==> src/rtl/timer_pkg.sv <==
// Shared types and constants for the countdown timer controller and its alarm blinker.
package timer_pkg;

  typedef enum logic [2:0] {
    ST_IDLE  = 3'd0,
    ST_LOAD  = 3'd1,
    ST_RUN   = 3'd2,
    ST_PAUSE = 3'd3,
    ST_DONE  = 3'd4
  } ctrl_state_e;

  localparam logic [1:0] STATE_IDLE  = 2'b00;
  localparam logic [1:0] STATE_RUN   = 2'b01;
  localparam logic [1:0] STATE_PAUSE = 2'b10;
  localparam logic [1:0] STATE_DONE  = 2'b11;

  localparam logic [1:0] MODE_30S  = 2'b00;
  localparam logic [1:0] MODE_100S = 2'b01;

  localparam int BLINK_CNT_W = 8;

  // LOAD is a hidden transient, so the display sees it as IDLE.
  function automatic logic [1:0] encodeState(input ctrl_state_e s);
    logic [1:0] enc;
    enc = STATE_IDLE;
    case (s)
      ST_RUN:   enc = STATE_RUN;
      ST_PAUSE: enc = STATE_PAUSE;
      ST_DONE:  enc = STATE_DONE;
      default:  enc = STATE_IDLE;
    endcase
    return enc;
  endfunction

  function automatic logic digitsZero(input logic [3:0] d0, input logic [3:0] d1,
                                      input logic [3:0] d2, input logic [3:0] d3);
    return (d0 == 4'd0) && (d1 == 4'd0) && (d2 == 4'd0) && (d3 == 4'd0);
  endfunction

  // Digits {min tens, min units, sec tens, sec units} the counter loads for a mode.
  function automatic logic [15:0] presetDigits(input logic [1:0] m);
    logic [15:0] p;
    p = 16'h0000;
    if (m == MODE_30S) begin
      p = 16'h0030;
    end else if (m == MODE_100S) begin
      p = 16'h0100;
    end
    return p;
  endfunction

endpackage

==> src/rtl/alarm_blink.sv <==
// Expiry alarm: blinks while run is high and reports when the toggle budget is used up.
module alarm_blink
  import timer_pkg::*;
#(
  parameter int BLINK_HALF    = 25,
  parameter int ALARM_TOGGLES = 20
) (
  input  logic clk_out,
  input  logic rst_n,
  input  logic run,
  output logic alarm,
  output logic expired
);

  localparam logic [BLINK_CNT_W-1:0] HALF_LAST    = BLINK_CNT_W'(BLINK_HALF - 1);
  localparam logic [BLINK_CNT_W-1:0] TOGGLE_LIMIT = BLINK_CNT_W'(ALARM_TOGGLES);

  logic [BLINK_CNT_W-1:0] divCnt_q, divCnt_d;
  logic [BLINK_CNT_W-1:0] toggleCnt_q, toggleCnt_d;
  logic                   alarm_q, alarm_d;
  logic                   active_q, active_d;

  // The rising edge of alarm on entry counts as the first toggle.
  always_comb begin
    divCnt_d    = divCnt_q;
    toggleCnt_d = toggleCnt_q;
    alarm_d     = alarm_q;
    active_d    = active_q;
    if (!run) begin
      divCnt_d    = '0;
      toggleCnt_d = '0;
      alarm_d     = 1'b0;
      active_d    = 1'b0;
    end else if (!active_q) begin
      divCnt_d    = '0;
      toggleCnt_d = BLINK_CNT_W'(1);
      alarm_d     = 1'b1;
      active_d    = 1'b1;
    end else if (divCnt_q == HALF_LAST) begin
      divCnt_d = '0;
      alarm_d  = ~alarm_q;
      if (toggleCnt_q != TOGGLE_LIMIT) begin
        toggleCnt_d = toggleCnt_q + BLINK_CNT_W'(1);
      end
    end else begin
      divCnt_d = divCnt_q + BLINK_CNT_W'(1);
    end
  end

  always_ff @(posedge clk_out) begin
    if (!rst_n) begin
      divCnt_q    <= '0;
      toggleCnt_q <= '0;
      alarm_q     <= 1'b0;
      active_q    <= 1'b0;
    end else begin
      divCnt_q    <= divCnt_d;
      toggleCnt_q <= toggleCnt_d;
      alarm_q     <= alarm_d;
      active_q    <= active_d;
    end
  end

  assign alarm   = alarm_q;
  assign expired = active_q && (toggleCnt_q == TOGGLE_LIMIT);

endmodule

==> src/rtl/timer_ctrl.sv <==
// Countdown timer controller: sequences preset load, run/pause and the expiry alarm
// for an external BCD digit counter.
module timer_ctrl
  import timer_pkg::*;
#(
  parameter int BLINK_HALF    = 25,
  parameter int ALARM_TOGGLES = 20
) (
  input  logic       clk_out,
  input  logic       rst_n,
  input  logic       start_pls,
  input  logic       clear_pls,
  input  logic [1:0] mode_sel,
  input  logic [3:0] c0,
  input  logic [3:0] c1,
  input  logic [3:0] c2,
  input  logic [3:0] c3,
  output logic       en,
  output logic [1:0] mode,
  output logic       cnt_load_n,
  output logic       alarm,
  output logic [1:0] state
);

  ctrl_state_e state_q, state_d;
  logic [1:0]  mode_q, mode_d;
  logic        loadFromStart_q, loadFromStart_d;
  logic        en_q;
  logic        loadN_q;
  logic [1:0]  stateEnc_q;
  logic        atZero;
  logic        alarmExpired;
  logic        alarmRun;

  assign atZero = digitsZero(c0, c1, c2, c3);

  // Clear wins over everything; loadFromStart remembers where LOAD should exit to.
  always_comb begin
    state_d         = state_q;
    mode_d          = mode_q;
    loadFromStart_d = loadFromStart_q;
    if (clear_pls) begin
      state_d         = ST_LOAD;
      mode_d          = mode_sel;
      loadFromStart_d = 1'b0;
    end else begin
      case (state_q)
        ST_IDLE: begin
          if (start_pls) begin
            state_d         = ST_LOAD;
            mode_d          = mode_sel;
            loadFromStart_d = 1'b1;
          end
        end
        ST_LOAD: begin
          state_d = loadFromStart_q ? ST_RUN : ST_IDLE;
        end
        ST_RUN: begin
          if (atZero) begin
            state_d = ST_DONE;
          end else if (start_pls) begin
            state_d = ST_PAUSE;
          end
        end
        ST_PAUSE: begin
          if (start_pls) begin
            state_d = ST_RUN;
          end
        end
        ST_DONE: begin
          if (start_pls || alarmExpired) begin
            state_d         = ST_LOAD;
            loadFromStart_d = 1'b0;
          end
        end
        default: begin
          state_d = ST_IDLE;
        end
      endcase
    end
  end

  // Outputs are registered from the next state so they move on the same edge as the FSM.
  always_ff @(posedge clk_out) begin
    if (!rst_n) begin
      state_q         <= ST_IDLE;
      mode_q          <= MODE_30S;
      loadFromStart_q <= 1'b0;
      en_q            <= 1'b0;
      loadN_q         <= 1'b0;
      stateEnc_q      <= STATE_IDLE;
    end else begin
      state_q         <= state_d;
      mode_q          <= mode_d;
      loadFromStart_q <= loadFromStart_d;
      en_q            <= (state_d == ST_RUN);
      loadN_q         <= (state_d != ST_LOAD);
      stateEnc_q      <= encodeState(state_d);
    end
  end

  assign alarmRun = (state_d == ST_DONE);

  alarm_blink #(
    .BLINK_HALF   (BLINK_HALF),
    .ALARM_TOGGLES(ALARM_TOGGLES)
  ) u_alarm_blink (
    .clk_out(clk_out),
    .rst_n  (rst_n),
    .run    (alarmRun),
    .alarm  (alarm),
    .expired(alarmExpired)
  );

  assign en         = en_q;
  assign mode       = mode_q;
  assign cnt_load_n = loadN_q;
  assign state      = stateEnc_q;

endmodule

==> config.mk <==
export PLATFORM = sky130hd
export DESIGN_NAME = timer_ctrl
export DESIGN_NICKNAME = d
export VERILOG_FILES = /design/src/rtl/timer_pkg.sv /design/src/rtl/alarm_blink.sv /design/src/rtl/timer_ctrl.sv
export SDC_FILE = /design/constraint.sdc
export NUM_CORES = 1
export LEC_CHECK = 0
export ABC_CLOCK_PERIOD_IN_PS = 4100
export CELL_PAD_IN_SITES_DETAIL_PLACEMENT = 1
export CELL_PAD_IN_SITES_GLOBAL_PLACEMENT = 1
export CORE_MARGIN = 2
export CORE_UTILIZATION = 40
export DETAILED_ROUTE_END_ITERATION = 8
export PLACE_DENSITY = 0.85
export SLEW_MARGIN = 15
export SYNTH_ARGS = -nofsm -noshare
export SYNTH_HDL_FRONTEND = slang
export SYNTH_SLANG_ARGS = --single-unit
==> constraint.sdc <==
create_clock -name clk_out -period 4.1 [get_ports clk_out]
set_input_delay 0.615 -clock clk_out [delete_from_list [all_inputs] [get_ports clk_out]]
set_output_delay 0.615 -clock clk_out [all_outputs]
set_load 0.02 [all_outputs]
==> qor.txt <==
First-pass GRT wire length - 5470 um
Setup_tns - 0 ps
Top sig layer - met4
RSZ-0062 raised after global routing - no
Htree depth - 1
Routed met2 length - 1690 um
Final worst setup slack - 1730 ps
Share of layout cells above drive strength 1 - 15.7%
Critical Path Fanout Max - 15
Slew Limit Fails - 0
Residual DRC - 0
Worst path top cell family by delay - simple AND/OR/NAND/NOR gates
Hold path depth - 2
Root Driver - clkbuf_4
CTS tree - built
Worst-margin pin slew - 837 ps
Via density - 5.17
Post-Route Skew - 1.41 ps
Avg Synthesized Cell Area - 9.59 sq um
Final setup viols - 0
Top-count cell post-synth - dfxtp_1
Worst path slowest cell - o21ai_2
Worst R2R Path Depth - 7
Core Footprint - 3080 sq um
WP buf/inv - 1
Area growth syn-to-layout - 28.6%
Final Hold Violating Endpoints - 0
Initial core utilization - 42.4%
Avg WL per Cell - 15.0 um
GP Congestion - 0.833
Final net count - 193
Async set-reset flop share out of synthesis - 0%
Worst-skew pair later-pin latency - 330 ps
Gates resized, CTS repair - 0
Synth area leader - dfxtp_1
WL met3 - 122 um
# rows - 20
Worst min-delay path endpoint - loadFromStart_q
# hold bufs at CTS - 0
Clock-pin slew of the registers on the worst-case setup and hold paths - 150 ps
DR iter-0 viols - 29
Worst hold path type - reg -> reg
Reg2Reg Capture Point - u_alarm_blink.divCnt_q[4]
Pre-antenna DRT Iters - 4
DP Worst Slack - 1410 ps
Number of global-route vias before repair - 1,207
Die area - 3730 sq um
Largest net degree at the start of global routing - 17
Die Span X - 61.1 um
Post-CTS Setup Bufs - 0
Max-cap violations - 0
YS warnings - 0
Synth Cell Area - 1300 sq um
F_max - 0.421 GHz
Minimum clock period after layout - 2370 ps
DIE HEIGHT - 61.1 um
CTS Buffer Depth - 2
Routed Antenna Nets - 0
Worst Path Required - 4300 ps
Yosys cell types - 40
Sequential cell area fraction in the yosys report - 43.0%
CP startpoint kind - flop
CP Data Arrival Time - 2580 ps
GRT Overall Usage - 19.9%
I/O Buffers - 28
Critical path cell sequence - inv_1, ha_1, or4b_4, nor3_4, nor4_2, o21ai_2, nor3_1
Worst hold slack - 502 ps
Peak supply drop - 0.278 mV
R2r setup slk - 1730 ps
PwrDens - 301 nW/um^2
Post-synthesis cell count - 136
Final WL - 3150 um
Most frequent cells after synthesis - dfxtp_1, nor2_2, xnor2_1, inv_1, nor3_1
Final worst path period share - 57.9%
Fill cells - 356
TritonCTS Buffers - 3
Syn Nets - 162
Yosys top cell area share - 43.0%
Most frequently used flop master after synthesis - dfxtp_1
Hold path start - loadFromStart_q
Clk sinks - 28
Crit path from - u_alarm_blink.toggleCnt_q[0]
Top post-synthesis cells by area - dfxtp_1, xnor2_1, nor2_2
Met1 Wirelength - 1320 um
GRT overflow - 0
CP peak stage delay - 690 ps
Post-synthesis register bit count - 28
Diode count - 0
I/O pin cnt - 29
Initial antenna violation count - 0
Status - finished, final reports clean
Leak pwr - 0.570 nW
Critical path class - reg -> reg
Number of synthesized flops with an enable pin - 0
CP Capture Type - flop
Via Count - 1,085
Crit Reg-Reg Startpoint - u_alarm_blink.toggleCnt_q[0]
Post-DP HPWL - 2540 um
Slew headroom - 44.2%
sequential cells by signal (all words and copies together), names as in the netlist:
signal	flops
cnt_load_n	1
en	1
mode	2
state_q	3
u_alarm_blink.divCnt_q	8
u_alarm_blink.toggleCnt_q	8
u_alarm_blink.alarm	1
state	2
u_alarm_blink.active_q	1
loadFromStart_q	1
cell usage in the layout (no fill, tap or decap), drive strengths merged:
cell           Yosys  routed
nor3              10      10
and4b              1       1
xor2               4       4
clkdlybuf4s50      0      28
nand4              4       4
a311oi             1       1
nor2b              3       3
o211ai             2       2
nor2              15      15
nand3              5       5
and2               2       2
nand2              5       5
a211o              2       2
mux2i              3       3
or2                2       2
a21o               1       1
nor4               5       5
and3               2       2
nor4b              2       2
clkbuf             1       3
ha                 4       4
nor3b              1       1
xnor2             10      10
inv               10      10
a31oi              1       1
or2b               1       1
or4b               1       1
dfxtp             28      28
a21oi              4       4
bufinv             0       1
o21ai              4       4
nand3b             1       1
cells by family (layout without fill, tap and decap cells):
family / Yosys count / count (layout) / share of synthesized area [%]
xor gates and xnor gates: 14 / 14 / 9.40
AOI/OAI and AO/OA: 15 / 15 / 7.97
and+or+nand+nor: 60 / 60 / 29.5
buffers and inverters: 12 / 42 / 4.03
DFF: 28 / 28 / 43.0
muxes: 3 / 3 / 2.30
adders and majority gates: 4 / 4 / 3.84
stage by stage:
step	instances	cell area [sq um]	utilization (%)	total power, mW
after floorplan	136	1300	-	0.299
after global placement	206	1620	52.8	0.326
after detailed placement	206	1620	52.8	0.328
after CTS	210	1680	54.5	0.510
after global routing	210	1680	54.5	0.525
final	210	1680	54.5	0.505
worst min-delay path, stage by stage (launching register included):
cell and delay, ps:
dfxtp_1 360, nand2_1 60, a21oi_1 50
worst max path at each step:
stage	endpoint	slack (ps)	cells past startpoint
4_1_cts	u_alarm_blink.divCnt_q[2]	1660	7
2_1_floorplan	cnt_load_n	2240	7
5_1_grt	u_alarm_blink.divCnt_q[4]	1570	7
3_5_place_dp	u_alarm_blink.divCnt_q[4]	1410	6
3_3_place_gp	u_alarm_blink.divCnt_q[1]	1590	6
6_report	u_alarm_blink.divCnt_q[4]	1730	7
power by group:
group          total [mW]  internal, mW  switching [mW]
Sequential          0.278         0.276         0.00228
Clock               0.183        0.0990          0.0841
Combinational      0.0442        0.0284          0.0158
area by class of cell:
type / instances / area [sq um] / share of cell area (%)
multi-input cells: 96 / 691 / 41.2
flip-flops and latches: 28 / 561 / 33.4
repair buffers: 28 / 280 / 16.7
well taps: 44 / 55.1 / 3.28
inverters: 10 / 37.5 / 2.24
clock inverters: 1 / 30.0 / 1.79
clock buffers: 3 / 22.5 / 1.34
layer usage:
layer  vias to the layer above  GRT usage, %
met5                         -             0
met4                         0          4.66
met3                         2          5.46
met2                        21          37.1
met1                       530          22.3
li1                        532             -
(Power assumes the default switching activity.)
==> edit 1: new RTL, same settings <==
`BLINK_CNT_W`: 8 -> 12.
--- a/src/rtl/timer_pkg.sv
+++ b/src/rtl/timer_pkg.sv
@@ -17,7 +17,7 @@
   localparam logic [1:0] MODE_30S  = 2'b00;
   localparam logic [1:0] MODE_100S = 2'b01;
 
-  localparam int BLINK_CNT_W = 8;
+  localparam int BLINK_CNT_W = 12;
 
   // LOAD is a hidden transient, so the display sees it as IDLE.
   function automatic logic [1:0] encodeState(input ctrl_state_e s);
Behaviour: no difference found for any inputs over 10 cycles, from zero or initial values and one cycle with rst_n low; that may be too few to reach the edited logic, so the function may still have changed.
==> edit 1 against the unedited design <==
  * Design area is 25% higher
  * Synthesized area is 30% higher
  * Global-route usage is 2.2 points lower
  * Power is 26% higher
  * Routed wire length is 19% higher
  * Setup slack worse by 0.046 ns
  * Sequential cell count is 8 higher
  * Combinational power is 7.2% lower
  * Cell count is 30% higher
  * Synthesized cell count is 40% higher
  * Clock power is 31% higher
  * Highest routed layer unchanged
==> edit 1: results (changes against the unedited design) <==
[outcome]
status=complete, no violations

[synthesis]
synth.area.top_cells=dfxtp_1, xnor2_1, nor2_1, nor4_1, xor2_1
synthXorXnorAreaFrac_pct=11.37  ; +2.0 points
synth_compound_area_share_pct=7.085  ; -0.88 points
synthMuxAreaShare_pct=0.5904  ; -1.7 points
synth_seq_area_share_pct=42.51  ; -0.49 points
syn_nets=217  ; +34%
synth_common_cells=dfxtp_1, nor2_1, xnor2_1
ys_types=36  ; -10%

[routing]
avgRoutedWirePerCell_um=13.67  ; -8.8%
vias_per_cell=5.198  ; +0.60%
drt-initial-drc-count=23  ; -21%

[placement]
hpwl_um=2735  ; +7.7%
dpl_cell_area_um2=2017  ; +24%
place_ws_ns=1.399  ; -0.01352 ns
place_congestion=0.7630  ; -8.4%

[sta]
skew_ns=0.008031  ; +0.006621 ns
max_slew_margin_pct=48.97  ; +4.8 points

[grt]
met3_usage_pct=4.094  ; -1.4 points
grt_max_degree=24  ; +7
grt_pass1_vias=1517  ; +26%

[cts]
cts.htree.levels=2  ; +1
clk_pin_slew_ns=0.07  ; -0.08 ns
cts_buffers=5  ; +2
clock_latency_ns=0.29  ; -0.04 ns

[pwr]
powerSeq_mw=0.355  ; +28%
internal-power_mw=0.4950  ; +23%
ir_drop_uv=167.5  ; -40%
clkPwrFrac_pct=37.7  ; +1.5 points
p_switching_mw=0.1406  ; +38%
p_leak_nw=0.7133  ; +25%

[cells_and_area]
largest_registers=u_alarm_blink.divCnt_q x12, u_alarm_blink.toggleCnt_q x12, state_q x3
buffer_area_share_pct=13.38  ; -3.3 points
multi_input_area_share_pct=43.73  ; +2.5 points
nClkBuffers=6  ; +3
design.seq.count=36  ; +29%
multi_input_gates=142  ; +48%
seq_share_pct=34.41  ; +0.98 points
nets=249  ; +29%
drive_gt1_share_pct=5.830  ; -9.8 points
clock_area_share_pct=3.704  ; +0.57 points
fillers=493  ; +38%

[worst_setup_path]
critPathSlowestCell=a211o_1
cp_slowest_stage_delay_ns=0.56  ; -0.13 ns
worstPathMaxFanout=23  ; +8
cp.arrival_ns=2.62  ; +0.04 ns

[floorplanning]
die_area_um2=4776  ; +28%

[edit 1: cell types whose count changed in the layout (fill, tap and decap cells not counted), sizes merged, moves of 5 or more]
cell | before | now
nor2 | 15 | 27
dfxtp | 28 | 36
nand3 | 5 | 12
nand2 | 5 | 11
nor4 | 5 | 11
xnor2 | 10 | 15
[edit 1: stage by stage]
stage	util, %	cells
2_1_floorplan	-	191
3_3_place_gp	50.06	266
3_5_place_dp	50.06	266
4_1_cts	51.99	273
5_1_grt	51.99	273
6_report	51.99	273
[edit 1: final timing paths]
kind | start | to | slack (ns)
hold / removal | mode[0] | mode[0] | 0.46
hold reg to reg | mode[0] | mode[0] | 0.46
setup reg to reg | u_alarm_blink.toggleCnt_q[0] | u_alarm_blink.divCnt_q[3] | 1.82
setup / recovery | c0[1] | u_alarm_blink.divCnt_q[0] | 1.68
[edit 1: routing by layer]
layer	vias to the layer above	part of all wire (%)
met4	0	2.1
met5	-	0
met3	9	2.1
li1	731	-
met2	12	48
met1	667	48
==> edit 2: new RTL, config.mk and constraints unchanged <==
Made on the original files. Put a register stage on the output `alarm`, with the module's reset. The value now appears one clock later. The other outputs are not delayed to match.
--- a/src/rtl/timer_ctrl.sv
+++ b/src/rtl/timer_ctrl.sv
@@ -21,6 +21,8 @@
   output logic       alarm,
   output logic [1:0] state
 );
+
+  logic alarm_c;
 
   ctrl_state_e state_q, state_d;
   logic [1:0]  mode_q, mode_d;
@@ -108,7 +110,7 @@
     .clk_out(clk_out),
     .rst_n  (rst_n),
     .run    (alarmRun),
-    .alarm  (alarm),
+    .alarm  (alarm_c),
     .expired(alarmExpired)
   );
 
@@ -117,5 +119,13 @@
   assign cnt_load_n = loadN_q;
   assign state      = stateEnc_q;
 
+  always_ff @(posedge clk_out) begin
+    if (!rst_n) begin
+      alarm <= '0;
+    end else begin
+      alarm <= alarm_c;
+    end
+  end
+
 endmodule
 
Formal check against the unedited RTL: not equivalent (Yosys sat finds a counterexample within 4 cycles, from zero or initial values and one cycle with rst_n low).
==> edit 2 against the unedited design <==
  * Core utilization shrank 1.4 points
  * Critical path depth shrank 1
  * First-iteration DRC count grew 110%
  * Design area grew 6.5%
  * Synthesized area grew 8.2%
  * Sequential cell count grew 1
  * Routed wire length grew 21%
  * Largest cell class unchanged
  * Sequential power grew 4%
  * Setup slack gained 0.11 ns
  * Power grew 5.7%
==> edit 2: results (changes against the unedited design) <==
[placement]
place_congestion=0.8662  ; +3.9%
hpwl_um=2949  ; +16%
dp.cells=221  ; +7.3%

[cells_and_area]
nets=208  ; +7.8%
drive_gt1_share_pct=11.48  ; -4.2 points
fin_cells=229  ; +9.0%
fillers=416  ; +17%

[min_path]
min-delay-start=u_alarm_blink.alarm
min_path_cells=1  ; -1
worstHoldEndpoint=alarm

[cts]
clk_pin_slew_ns=0.10  ; -0.05 ns
cts.htree.levels=2  ; +1
cts_buffers=5  ; +2

[sta]
max_slew_margin_pct=34.12  ; -10 points
skew_ns=0.01191  ; +0.01050 ns
whs_ns=0.5043  ; +0.002610 ns

[grt]
grt_pass1_vias=1329  ; +10%
grt_max_degree=16  ; -1
grt_pass1_wl_um=6472  ; +18%
grt.total_usage_pct=21.07  ; +1.2 points

[routing]
drt-initial-drc-count=60  ; +110%
avgRoutedWirePerCell_um=16.63  ; +11%
vias_per_cell=5.450  ; +5.5%

[synthesis]
ys_types=41  ; +2.5%
synthMuxAreaShare_pct=2.130  ; -0.17 points
synthAdderAreaFrac_pct=3.549  ; -0.29 points
synth_compound_area_share_pct=12.16  ; +4.2 points
synth.area.top_cells=dfxtp_1, xnor2_1, nor4_1, nor2_2, ha_1
synthXorXnorAreaFrac_pct=8.075  ; -1.3 points
syn_nets=177  ; +9.3%

[pwr]
ir_drop_uv=164.6  ; -41%
p_leak_nw=0.6197  ; +8.7%

[worst_setup_path]
worstPathMaxFanout=5  ; -10
cp.arrival_ns=2.47  ; -0.11 ns
reg2reg_to=cnt_load_n

[outcome]
status=complete, no violations

edit 2: metrics by stage:
step	worst slack [ns]	power (mW)	util, %
4_1_cts	1.886	0.5386	53.09
3_3_place_gp	1.608	0.3383	51.00
5_1_grt	1.673	0.5576	53.09
2_1_floorplan	2.202	0.3097	-
3_5_place_dp	1.545	0.3410	51.00
6_report	1.836	0.5340	53.09
edit 2: how the worst max path moves through the flow:
stage                                              end  slack [ns]  depth (start not counted)
after floorplan           u_alarm_blink.toggleCnt_q[2]        2.20                          5
after global placement       u_alarm_blink.divCnt_q[1]        1.61                          5
after detailed placement                      state[0]        1.55                          5
after CTS                                     state[0]        1.89                          5
after global routing                        cnt_load_n        1.67                          6
final                                       cnt_load_n        1.84                          6
edit 2: layout make-up:
| type | count | area (µm²) | share of cell area, % |
|---|---|---|---|
| multi-input combinational | 110 | 767.0 | 42.96 |
| timing repair buffer | 28 | 280.3 | 15.70 |
| clock inverter | 1 | 5.005 | 0.2803 |
| clock buffer | 7 | 65.06 | 3.644 |
| inverter | 8 | 30.03 | 1.682 |
| tap | 46 | 57.56 | 3.224 |
| sequential | 29 | 580.6 | 32.52 |
edit 2: critical path: stages (launching register included):
cell	delay [ns]
dfxtp_1	0.38
inv_1	0.13
ha_1	0.16
nor4b_1	0.79
a21oi_1	0.20
nor4_1	0.37
o31ai_1	0.10
edit 2: per-layer routing:
layer,global-route usage [%],vias to the layer above,routed length (µm)
li1,-,620,-
met1,24.16,600,1567
met5,0,-,0
met2,37.37,21,2020
met3,5.714,7,166
met4,7.337,0,55
edit 2: cells by family after synthesis:
family,count (synthesis)
fa+ha+maj,4
simple gates,66
flops,29
mux,3
buf+inv,12
xor+xnor,13
compound gates,24
edit 2: report_power, final:
group / leakage, nW / internal, mW / switching [mW]
Combinational: 0.344 / 0.0282 / 0.0172
Clock: 0.0413 / 0.0992 / 0.100
Sequential: 0.235 / 0.285 / 0.00393
Total: 0.620 / 0.412 / 0.122
